$ cat config.mk
export PLATFORM = sky130hd
export DESIGN_NAME = prog_loader_flat
export DESIGN_NICKNAME = d
export VERILOG_FILES = /design/src/rtl/prog_loader_if.sv /design/src/rtl/prog_loader.sv /design/src/flat_wrapper.sv
export SDC_FILE = /design/constraint.sdc
export NUM_CORES = 1
export LEC_CHECK = 0
export BUFFER_PORTS_ARGS = -buffer_cell sky130_fd_sc_hd__buf_2
export CORE_ASPECT_RATIO = 0.8
export CORE_MARGIN = 1.5
export CORE_UTILIZATION = 38
export DETAILED_ROUTE_END_ITERATION = 16
export HOLD_SLACK_MARGIN = 0.05
export SETUP_SLACK_MARGIN = 0.15
export SYNTH_ARGS = -nofsm -noshare
export SYNTH_HDL_FRONTEND = slang
export SYNTH_SLANG_ARGS = --single-unit
$ cat constraint.sdc
create_clock -name ap_clk -period 3.35 [get_ports ap_clk]
set_clock_uncertainty 0.2 [all_clocks]
set_input_delay 0.67 -clock ap_clk [delete_from_list [all_inputs] [get_ports ap_clk]]
set_output_delay 0.67 -clock ap_clk [all_outputs]
set_load 0.03 [all_outputs]
$ cat src/rtl/prog_loader_if.sv
// Bundle for the loader's byte stream and BRAM write port.
// The loader takes the slave side. The producer and the BRAM take the master side.
interface prog_loader_if #(
  parameter int ADDR_W = 10
);
  // Byte stream into the loader
  logic [7:0]        s_data;
  logic              s_valid;
  logic              s_ready;
  // Word write port out of the loader
  logic [ADDR_W-1:0] bram_addr;
  logic [31:0]       bram_din;
  logic              bram_we;

  modport master (
    output s_data,
    output s_valid,
    input  s_ready,
    input  bram_addr,
    input  bram_din,
    input  bram_we
  );

  modport slave (
    input  s_data,
    input  s_valid,
    output s_ready,
    output bram_addr,
    output bram_din,
    output bram_we
  );
endinterface

$ cat src/rtl/prog_loader.sv
// Boot program loader. It receives a framed byte stream:
//   COUNT (16-bit LE word count N), N little-endian 32-bit words, XOR checksum.
// It writes each word into BRAM and keeps the CPU in reset until the frame
// arrives complete with a good checksum.
// Every output is registered and is decoded from the next state. The outputs
// therefore change on the same edge as the state.
module prog_loader #(
  parameter int DEPTH  = 1024,
  parameter int ADDR_W = 10
) (
  input  logic         ap_clk,
  input  logic         ap_rst_n,
  prog_loader_if.slave bus,
  input  logic         restart,
  output logic         cpu_rst,
  output logic         done,
  output logic         err
);

  typedef enum logic [2:0] {
    HDR0  = 3'd0,
    HDR1  = 3'd1,
    DATA  = 3'd2,
    CSUM  = 3'd3,
    DONE  = 3'd4,
    ERROR = 3'd5
  } state_e;

  localparam logic [16:0] DEPTH_L = 17'(DEPTH);

  state_e            state_q, state_d;
  logic [15:0]       count_q;
  logic [ADDR_W-1:0] word_idx_q;
  logic [1:0]        byte_idx_q;
  logic [7:0]        csum_q;
  logic [7:0]        csum_d;
  logic [31:0]       word_q;
  logic [ADDR_W-1:0] bram_addr_q;
  logic [31:0]       bram_din_q;
  logic              bram_we_q;
  logic              s_ready_q;
  logic              cpu_rst_q;
  logic              done_q;
  logic              err_q;

  logic              accept;
  logic [15:0]       count_d;
  logic              last_word;
  logic              count_bad;

  // A byte moves only when the registered ready and the producer's valid are both high.
  assign accept    = bus.s_valid & s_ready_q;
  // Full word count as it would look once the byte now presented is taken as the high byte.
  assign count_d   = {bus.s_data, count_q[7:0]};
  assign count_bad = (count_d == 16'd0) || ({1'b0, count_d} > DEPTH_L);
  // word_idx_q never exceeds N-1 while in DATA, so a zero-extended compare is exact.
  assign last_word = (16'(word_idx_q) == (count_q - 16'd1));

  // Next state and running checksum
  always_comb begin
    state_d = state_q;
    csum_d  = csum_q ^ bus.s_data;
    case (state_q)
      HDR0: begin
        if (accept) state_d = HDR1;
      end
      HDR1: begin
        if (accept) state_d = count_bad ? ERROR : DATA;
      end
      DATA: begin
        if (accept && (byte_idx_q == 2'd3) && last_word) state_d = CSUM;
      end
      CSUM: begin
        if (accept) state_d = (bus.s_data == csum_q) ? DONE : ERROR;
      end
      DONE, ERROR: begin
        if (restart) state_d = HDR0;
      end
      default: state_d = HDR0;
    endcase
  end

  // State, datapath and registered outputs
  always_ff @(posedge ap_clk or negedge ap_rst_n) begin
    if (!ap_rst_n) begin
      state_q     <= HDR0;
      count_q     <= '0;
      word_idx_q  <= '0;
      byte_idx_q  <= '0;
      csum_q      <= '0;
      word_q      <= '0;
      bram_addr_q <= '0;
      bram_din_q  <= '0;
      bram_we_q   <= 1'b0;
      s_ready_q   <= 1'b0;
      cpu_rst_q   <= 1'b1;
      done_q      <= 1'b0;
      err_q       <= 1'b0;
    end else begin
      state_q   <= state_d;
      s_ready_q <= (state_d != DONE) && (state_d != ERROR);
      cpu_rst_q <= (state_d != DONE);
      done_q    <= (state_d == DONE);
      err_q     <= (state_d == ERROR);
      // The strobe is high only in the cycle after a word's fourth byte.
      bram_we_q <= 1'b0;

      case (state_q)
        HDR0: begin
          if (accept) begin
            count_q[7:0] <= bus.s_data;
            csum_q       <= csum_d;
          end
        end
        HDR1: begin
          if (accept) begin
            count_q[15:8] <= bus.s_data;
            csum_q        <= csum_d;
            word_idx_q    <= '0;
            byte_idx_q    <= '0;
          end
        end
        DATA: begin
          if (accept) begin
            csum_q     <= csum_d;
            byte_idx_q <= byte_idx_q + 2'd1;
            word_q[{byte_idx_q, 3'b000} +: 8] <= bus.s_data;
            if (byte_idx_q == 2'd3) begin
              // The fourth byte goes straight into the write data. The next
              // word's first byte can then arrive on the following edge while
              // this write is still on the port.
              bram_we_q   <= 1'b1;
              bram_addr_q <= word_idx_q;
              bram_din_q  <= {bus.s_data, word_q[23:0]};
              word_idx_q  <= word_idx_q + ADDR_W'(1);
            end
          end
        end
        CSUM: begin
          // The checksum byte is compared in the next-state logic. Nothing else is stored.
        end
        DONE, ERROR: begin
          if (restart) begin
            csum_q     <= '0;
            word_idx_q <= '0;
            byte_idx_q <= '0;
          end
        end
        default: begin
        end
      endcase
    end
  end

  assign bus.s_ready   = s_ready_q;
  assign bus.bram_addr = bram_addr_q;
  assign bus.bram_din  = bram_din_q;
  assign bus.bram_we   = bram_we_q;
  assign cpu_rst       = cpu_rst_q;
  assign done          = done_q;
  assign err           = err_q;

endmodule

$ cat src/flat_wrapper.sv
// flat-port wrapper written by rule: the top's interface ports become plain ports
module prog_loader_flat 
#(
  parameter int DEPTH  = 1024,
  parameter int ADDR_W = 10
)
  (ap_clk, ap_rst_n, restart, cpu_rst, done, err, bus_s_data, bus_s_valid, bus_s_ready, bus_bram_addr, bus_bram_din, bus_bram_we);
  prog_loader_if #(.ADDR_W(ADDR_W)) bus_i ();
  input  logic ap_clk;
  input  logic ap_rst_n;
  input  logic restart;
  output logic cpu_rst;
  output logic done;
  output logic err;
  input wire logic [$bits(bus_i.s_data)-1:0] bus_s_data;
  input wire logic [$bits(bus_i.s_valid)-1:0] bus_s_valid;
  output wire logic [$bits(bus_i.s_ready)-1:0] bus_s_ready;
  output wire logic [$bits(bus_i.bram_addr)-1:0] bus_bram_addr;
  output wire logic [$bits(bus_i.bram_din)-1:0] bus_bram_din;
  output wire logic [$bits(bus_i.bram_we)-1:0] bus_bram_we;
  assign bus_i.s_data = bus_s_data;
  assign bus_i.s_valid = bus_s_valid;
  assign bus_s_ready = bus_i.s_ready;
  assign bus_bram_addr = bus_i.bram_addr;
  assign bus_bram_din = bus_i.bram_din;
  assign bus_bram_we = bus_i.bram_we;
  prog_loader #(.DEPTH(DEPTH), .ADDR_W(ADDR_W)) u_core (.ap_clk(ap_clk), .ap_rst_n(ap_rst_n), .bus(bus_i), .restart(restart), .cpu_rst(cpu_rst), .done(done), .err(err));
endmodule
* Word level (Yosys, flattened, before mapping)
Index checks and enable logic that the tools add are counted.
** Word-level totals
- Bits in registers :: 118
- Bits in latches :: 0
- Memory bits (writable) :: 0
- Bits in read-only memories :: 0
- Bits of input ports :: 12
- Logic and storage cells :: 81
- Memories kept :: 0
** Cells by class
- $add $sub $neg :: 4
- $mul :: 0
- Div/mod/pow operators :: 0
- $lt $le $gt $ge :: 1
- Equal/unequal tests :: 17
- Shifts and indexed selects :: 2
- Multiplexer cells :: 24
- Bitwise gates (word level) :: 2
- Reduce and logical (&&, ||, !) cells :: 17
** Operators by type and width (count)
- two-way mux 10 bit :: 4
- bitwise mux 32 bit :: 1
- variable shift 8 x 7 -> 32 bit, first input constant :: 1
- indexed part select 8 x 7 -> 32 bit :: 1
- case mux 10 bit (3 select lines) :: 1
- two-way mux 3 bit :: 6
- == test 10 x 16 -> 1 bit :: 1
- greater-than comparator 16 x 11 -> 1 bit, second input constant :: 1
- logical NOT 16 bit :: 1
- two-way mux 8 bit :: 2
- case mux 8 bit (2 select lines) :: 1
- subtractor 16 x 1 -> 16 bit, second input constant :: 1
- case mux 3 bit (5 select lines) :: 1
- == test 3 bit, second input constant :: 4
- adder 10 x 1 -> 10 bit, second input constant :: 1
- == test 8 bit :: 1
- != test 2 x 1 -> 1 bit, second input constant :: 4
- bitwise XOR 8 bit :: 1
- negation 5 -> 7 bit :: 1
- == test 3 x 2 -> 1 bit, second input constant :: 2
- two-way mux 2 bit :: 3
- != test 3 bit, second input constant :: 2
- case mux 2 bit (3 select lines) :: 1
- AND reduction 2 bit :: 3
- other kinds (16) :: 22

* Logic depth before layout (Yosys ltp)
- Depth in word-level cells :: 7
- Depth in mapped cells :: 9

* Worst setup path before layout
OpenSTA, ideal clock, no wires.
- Kind :: register to register
- From :: reg u_core.count_q[0]
- To :: reg u_core.state_q[0]
- Library setup time :: 0.074 ns
- Data arrival time :: 2.225 ns
- Data required time :: 3.076 ns
- Setup slack :: 0.851 ns
- Stages on the path, launching flop included :: 10
- Buffers on the path :: 1
- Clock period less this slack :: 2.499 ns
- Path through :: dfrtp_1 -> inv_1 -> ha_1 -> or4b_1 -> buf_6 -> and4bb_2 -> xnor2_1 -> o211ai_1 -> a2111o_1 -> o21ai_2
** Between the ends
- Longest elaborated chain between the ends :: 5
- Elaborated cells on any way between the ends :: 10
- Classes of those cells :: add/sub (1); order compare (1); eq/ne (1); mux (4); reduce/logical (3)
** RTL lines
- start, declared :: line prog_loader.sv:32 : logic [15:0] count_q;
- start signal, assigned :: line prog_loader.sv:111 : count_q[7:0] <= bus.s_data;
- subtractor 16 x 1 -> 16 bit (tied with other cells) :: line prog_loader.sv:57 : assign last_word = (16'(word_idx_q) == (count_q - 16'd1));
- == test 10 x 16 -> 1 bit / logical OR 1 bit (equally long branches) :: line prog_loader.sv:57, prog_loader.sv:55
- logical AND 1 bit / two-way mux 3 bit (equally long branches) :: line prog_loader.sv:71, prog_loader.sv:68
- two-way mux 3 bit, on equally long branches :: line prog_loader.sv:71, prog_loader.sv:68
- case mux 3 bit (5 select lines) (*) :: line prog_loader.sv:63 : case (state_q)
- net u_core.state_d[0] :: line prog_loader.sv:31 : state_e state_q, state_d;
- end signal, assigned :: line prog_loader.sv:100 : state_q <= state_d;
- end, declared :: line prog_loader.sv:31
Mark *: on every way through the listed nets, which the timed path passes. The rest lies on a longest branch.
A chain may end at the register's enable or synchronous reset.

* Worst setup path after layout
Ends and elaborated chain as after synthesis.

==> impl_metrics.env <==
export IMPL_synthMuxAreaShare_pct=13.1
export IMPL_setup_viol=0
export IMPL_cts_num_sinks=110
export IMPL_crit_type="flip-flop to flip-flop"
export IMPL_worstPathCellList="inv_1, ha_1, or4b_1, and4bb_2, xnor2_1, o211ai_1, a2111o_1, o21ai_2"
export IMPL_firstDrtPassIters=4
export IMPL_final_common_cell="dfrtp_1"
export IMPL_rsz0062_at_grt="no"
export IMPL_period_share_pct=83.9
export IMPL_drc_errors=0
export IMPL_core_um2=12900
export IMPL_final_antenna_net_count=0
export IMPL_slew_headroom_pct=28.7
export IMPL_nets=532
export IMPL_grt_pass1_wl_um=18300
export IMPL_synth_cell_types=47
export IMPL_drive_above_1_share_pct=28.6
export IMPL_antenna_found_initial=0
export IMPL_hold_buffers=0
export IMPL_hold_viol_final=0
export IMPL_grt_usage_pct=16.7
export IMPL_p_clk_share_pct=27.6
export IMPL_critical_path_max_fanout=9
export IMPL_crit_path_top_delay_cell="or4b_1"
export IMPL_die_x_um=132
export IMPL_cap_violations=0
export IMPL_insertedDiodeCount=0
export IMPL_wl_per_cell_um=16.0
export IMPL_grt_max_degree=74
export IMPL_power_density_nw_per_um2=624
export IMPL_critPathTopFamily="simple AND/OR/NAND/NOR gates"
export IMPL_p_leak_uw=0.00273
export IMPL_slowest_delay_ps=640
export IMPL_fill_cells=1220
export IMPL_combPwrFrac_pct=24.3
export IMPL_ctsResizeCount=0
export IMPL_cp_arrival_ps=2890
export IMPL_vias=3529
export IMPL_io_pins=59
export IMPL_synth_top_family_by_area="simple AND/OR/NAND/NOR gates"
export IMPL_wl_um=11100
export IMPL_grt_ovfl_total=0
export IMPL_clockBufferDepth=2
export IMPL_numCtsBuffers=9
export IMPL_synth_edff_count=0
export IMPL_min_period_ps=2810
export IMPL_internal_power_uw=2420
export IMPL_layout_common_cells="109 x dfrtp_1, 74 x nand2_1, 58 x mux2_2, 57 x buf_2, 46 x o21ai_0"
export IMPL_post_cts_buffers=0
export IMPL_fmax_mhz=356
export IMPL_multi_input_area_um2=2160
export IMPL_status="complete, no violations"
export IMPL_htree_levels=3
export IMPL_drt_initial_drc_count=245
export IMPL_ir_drop_uv=288
export IMPL_drv_slew=0
export IMPL_ys_ff_latch=110
export IMPL_avgSynthCellArea_um2=10.9
export IMPL_ys_seq_area_share_pct=54.5
export IMPL_synth_compound_area_share_pct=8.30
export IMPL_grt_pass1_vias=3432
export IMPL_syn_nets=481
export IMPL_finish_utilization_pct=44.9
export IMPL_async_flop_share_pct=100
export IMPL_start_kind="flip-flop"
export IMPL_synth_top_flop_cell="dfrtp_1"
export IMPL_place_hpwl_um=7610
export IMPL_cts_tree="yes"
export IMPL_die_y_um=106
export IMPL_synthXorXnorAreaFrac_pct=5.37
export IMPL_globalplace_congestion=0.863
export IMPL_swShare_pct=32.9
export IMPL_fin_setup_tns_ps=0
export IMPL_area_growth_pct=14.7
export IMPL_portBuffers=58
export IMPL_synth_fa_ha_area_share_pct=1.73
export IMPL_drt_vias_per_instance=5.09
export IMPL_hold_class="input port to async pin"
export IMPL_die_area_um2=14000
export IMPL_power_total_uw=3610
export IMPL_required_ps=3430
export IMPL_start_util_pct=39.1
export IMPL_pwr_share_seq_pct=48.1
export IMPL_crit_buf_inv=1
export IMPL_yosys_warnings=0
export IMPL_p_switching_uw=1190
export IMPL_synthesis_area_um2=5050
export IMPL_clk_pin_slew_worst_paths_ps=70
export IMPL_placementRows=37
export IMPL_cp_end_kind="flip-flop"
export IMPL_synthCells=462
export IMPL_max_slew_worst_pin_slew_ps=1070
export IMPL_cts_root_buf="clkbuf_16"
export IMPL_regArea_um2=2750
export IMPL_clock_latency_ps=350
export IMPL_synth_simple_area_share_pct=14.1
-- synth_stat cells (4+ instances only) --
master	count	area share [%]
dfrtp_1	109	54
nand2_1	74	5.5
mux2_2	58	13
o21ai_0	46	4.6
nor2_1	28	2.1
xnor2_1	21	3.6
clkbuf_1	20	1.5
xor2_1	10	1.7
inv_1	8	0.59
nor3_1	8	0.79
ha_1	7	1.7
nand3_1	6	0.59
nor4_1	6	0.74
a21oi_1	5	0.50
buf_2	5	0.50
nor3b_1	4	0.59
o21a_1	4	0.59
-- flip-flops by register name, indices dropped and copies added (netlist names) --
signal and flops:
u_core.word_q 24, u_core.bus.bram_din 32, u_core.bus.s_ready 1, u_core.csum_q 8, u_core.err 1, u_core.cpu_rst 1
u_core.byte_idx_q 2, u_core.word_idx_q 10, u_core.bus.bram_addr 10, u_core.count_q 16, u_core.done 1, u_core.state_q 3
u_core.bus.bram_we 1
-- per-stage QoR --
step / setup slack, ps / area [um^2] / hold WS [ps] / cells
after floorplan: 851 / 5050 / 174 / 462
after global placement: 617 / 5530 / 261 / 677
after detailed placement: 567 / 5530 / 266 / 677
after CTS: 555 / 5790 / 285 / 693
after global routing: 403 / 5790 / 314 / 693
final: 538 / 5790 / 259 / 693
-- logic make-up after synthesis --
kind of cell               after synthesis
adders and majority gates                7
xor gates and xnor gates                31
muxes                                   59
AOI/OAI and AO/OA                       70
buffers and inverters                   35
DFF                                    110
and+or+nand+nor                        150
-- power by group through the flow --
stage                     registers (uW)  clock network (uW)  logic [uW]
after floorplan                     1700                   0         674
after global placement              1750                   0         851
after detailed placement            1750                   0         874
after CTS                           1730                1020         881
after global routing                1760                1080         973
final                               1740                 997         880
-- final timing paths --
| path | start | endpoint | slack [ps] | cells past startpoint |
|---|---|---|---|---|
| max | u_core.count_q[0]$_DFFE_PN0P_ | u_core.state_q[0]$_DFF_PN0_ | 540 | 8 |
| min | ap_rst_n | u_core.bus.bram_addr[7]$_DFFE_PN0P_ | 260 | 1 |
| max reg2reg | u_core.count_q[0]$_DFFE_PN0P_ | u_core.state_q[0]$_DFF_PN0_ | 540 | 8 |
| min reg2reg | u_core.word_q[0]$_DFFE_PN0P_ | u_core.word_q[0]$_DFFE_PN0P_ | 280 | 2 |
| max in group asynchronous | ap_rst_n | u_core.csum_q[4]$_DFFE_PN0P_ | 1900 | 2 |
| min in group ap_clk | u_core.word_q[0]$_DFFE_PN0P_ | u_core.word_q[0]$_DFFE_PN0P_ | 280 | 2 |
-- layer usage --
metal	part of all wire, %	track usage, %	vias to the layer above
met4	2.0	6.27	0
li1	-	-	1697
met3	6.4	4.72	18
met5	0	0	-
met1	49	24.0	1721
met2	42	23.7	93
-- final cells by class --
type / instances / share of cell area, %
clock inverter: 4 / 0.389
sequential: 110 / 47.5
clock buffer: 12 / 4.25
inverter: 8 / 0.518
multi-input combinational: 317 / 37.3
timing repair buffer: 67 / 6.22
tap: 175 / 3.78
Note: power is estimated with default switching activity, not from simulation.
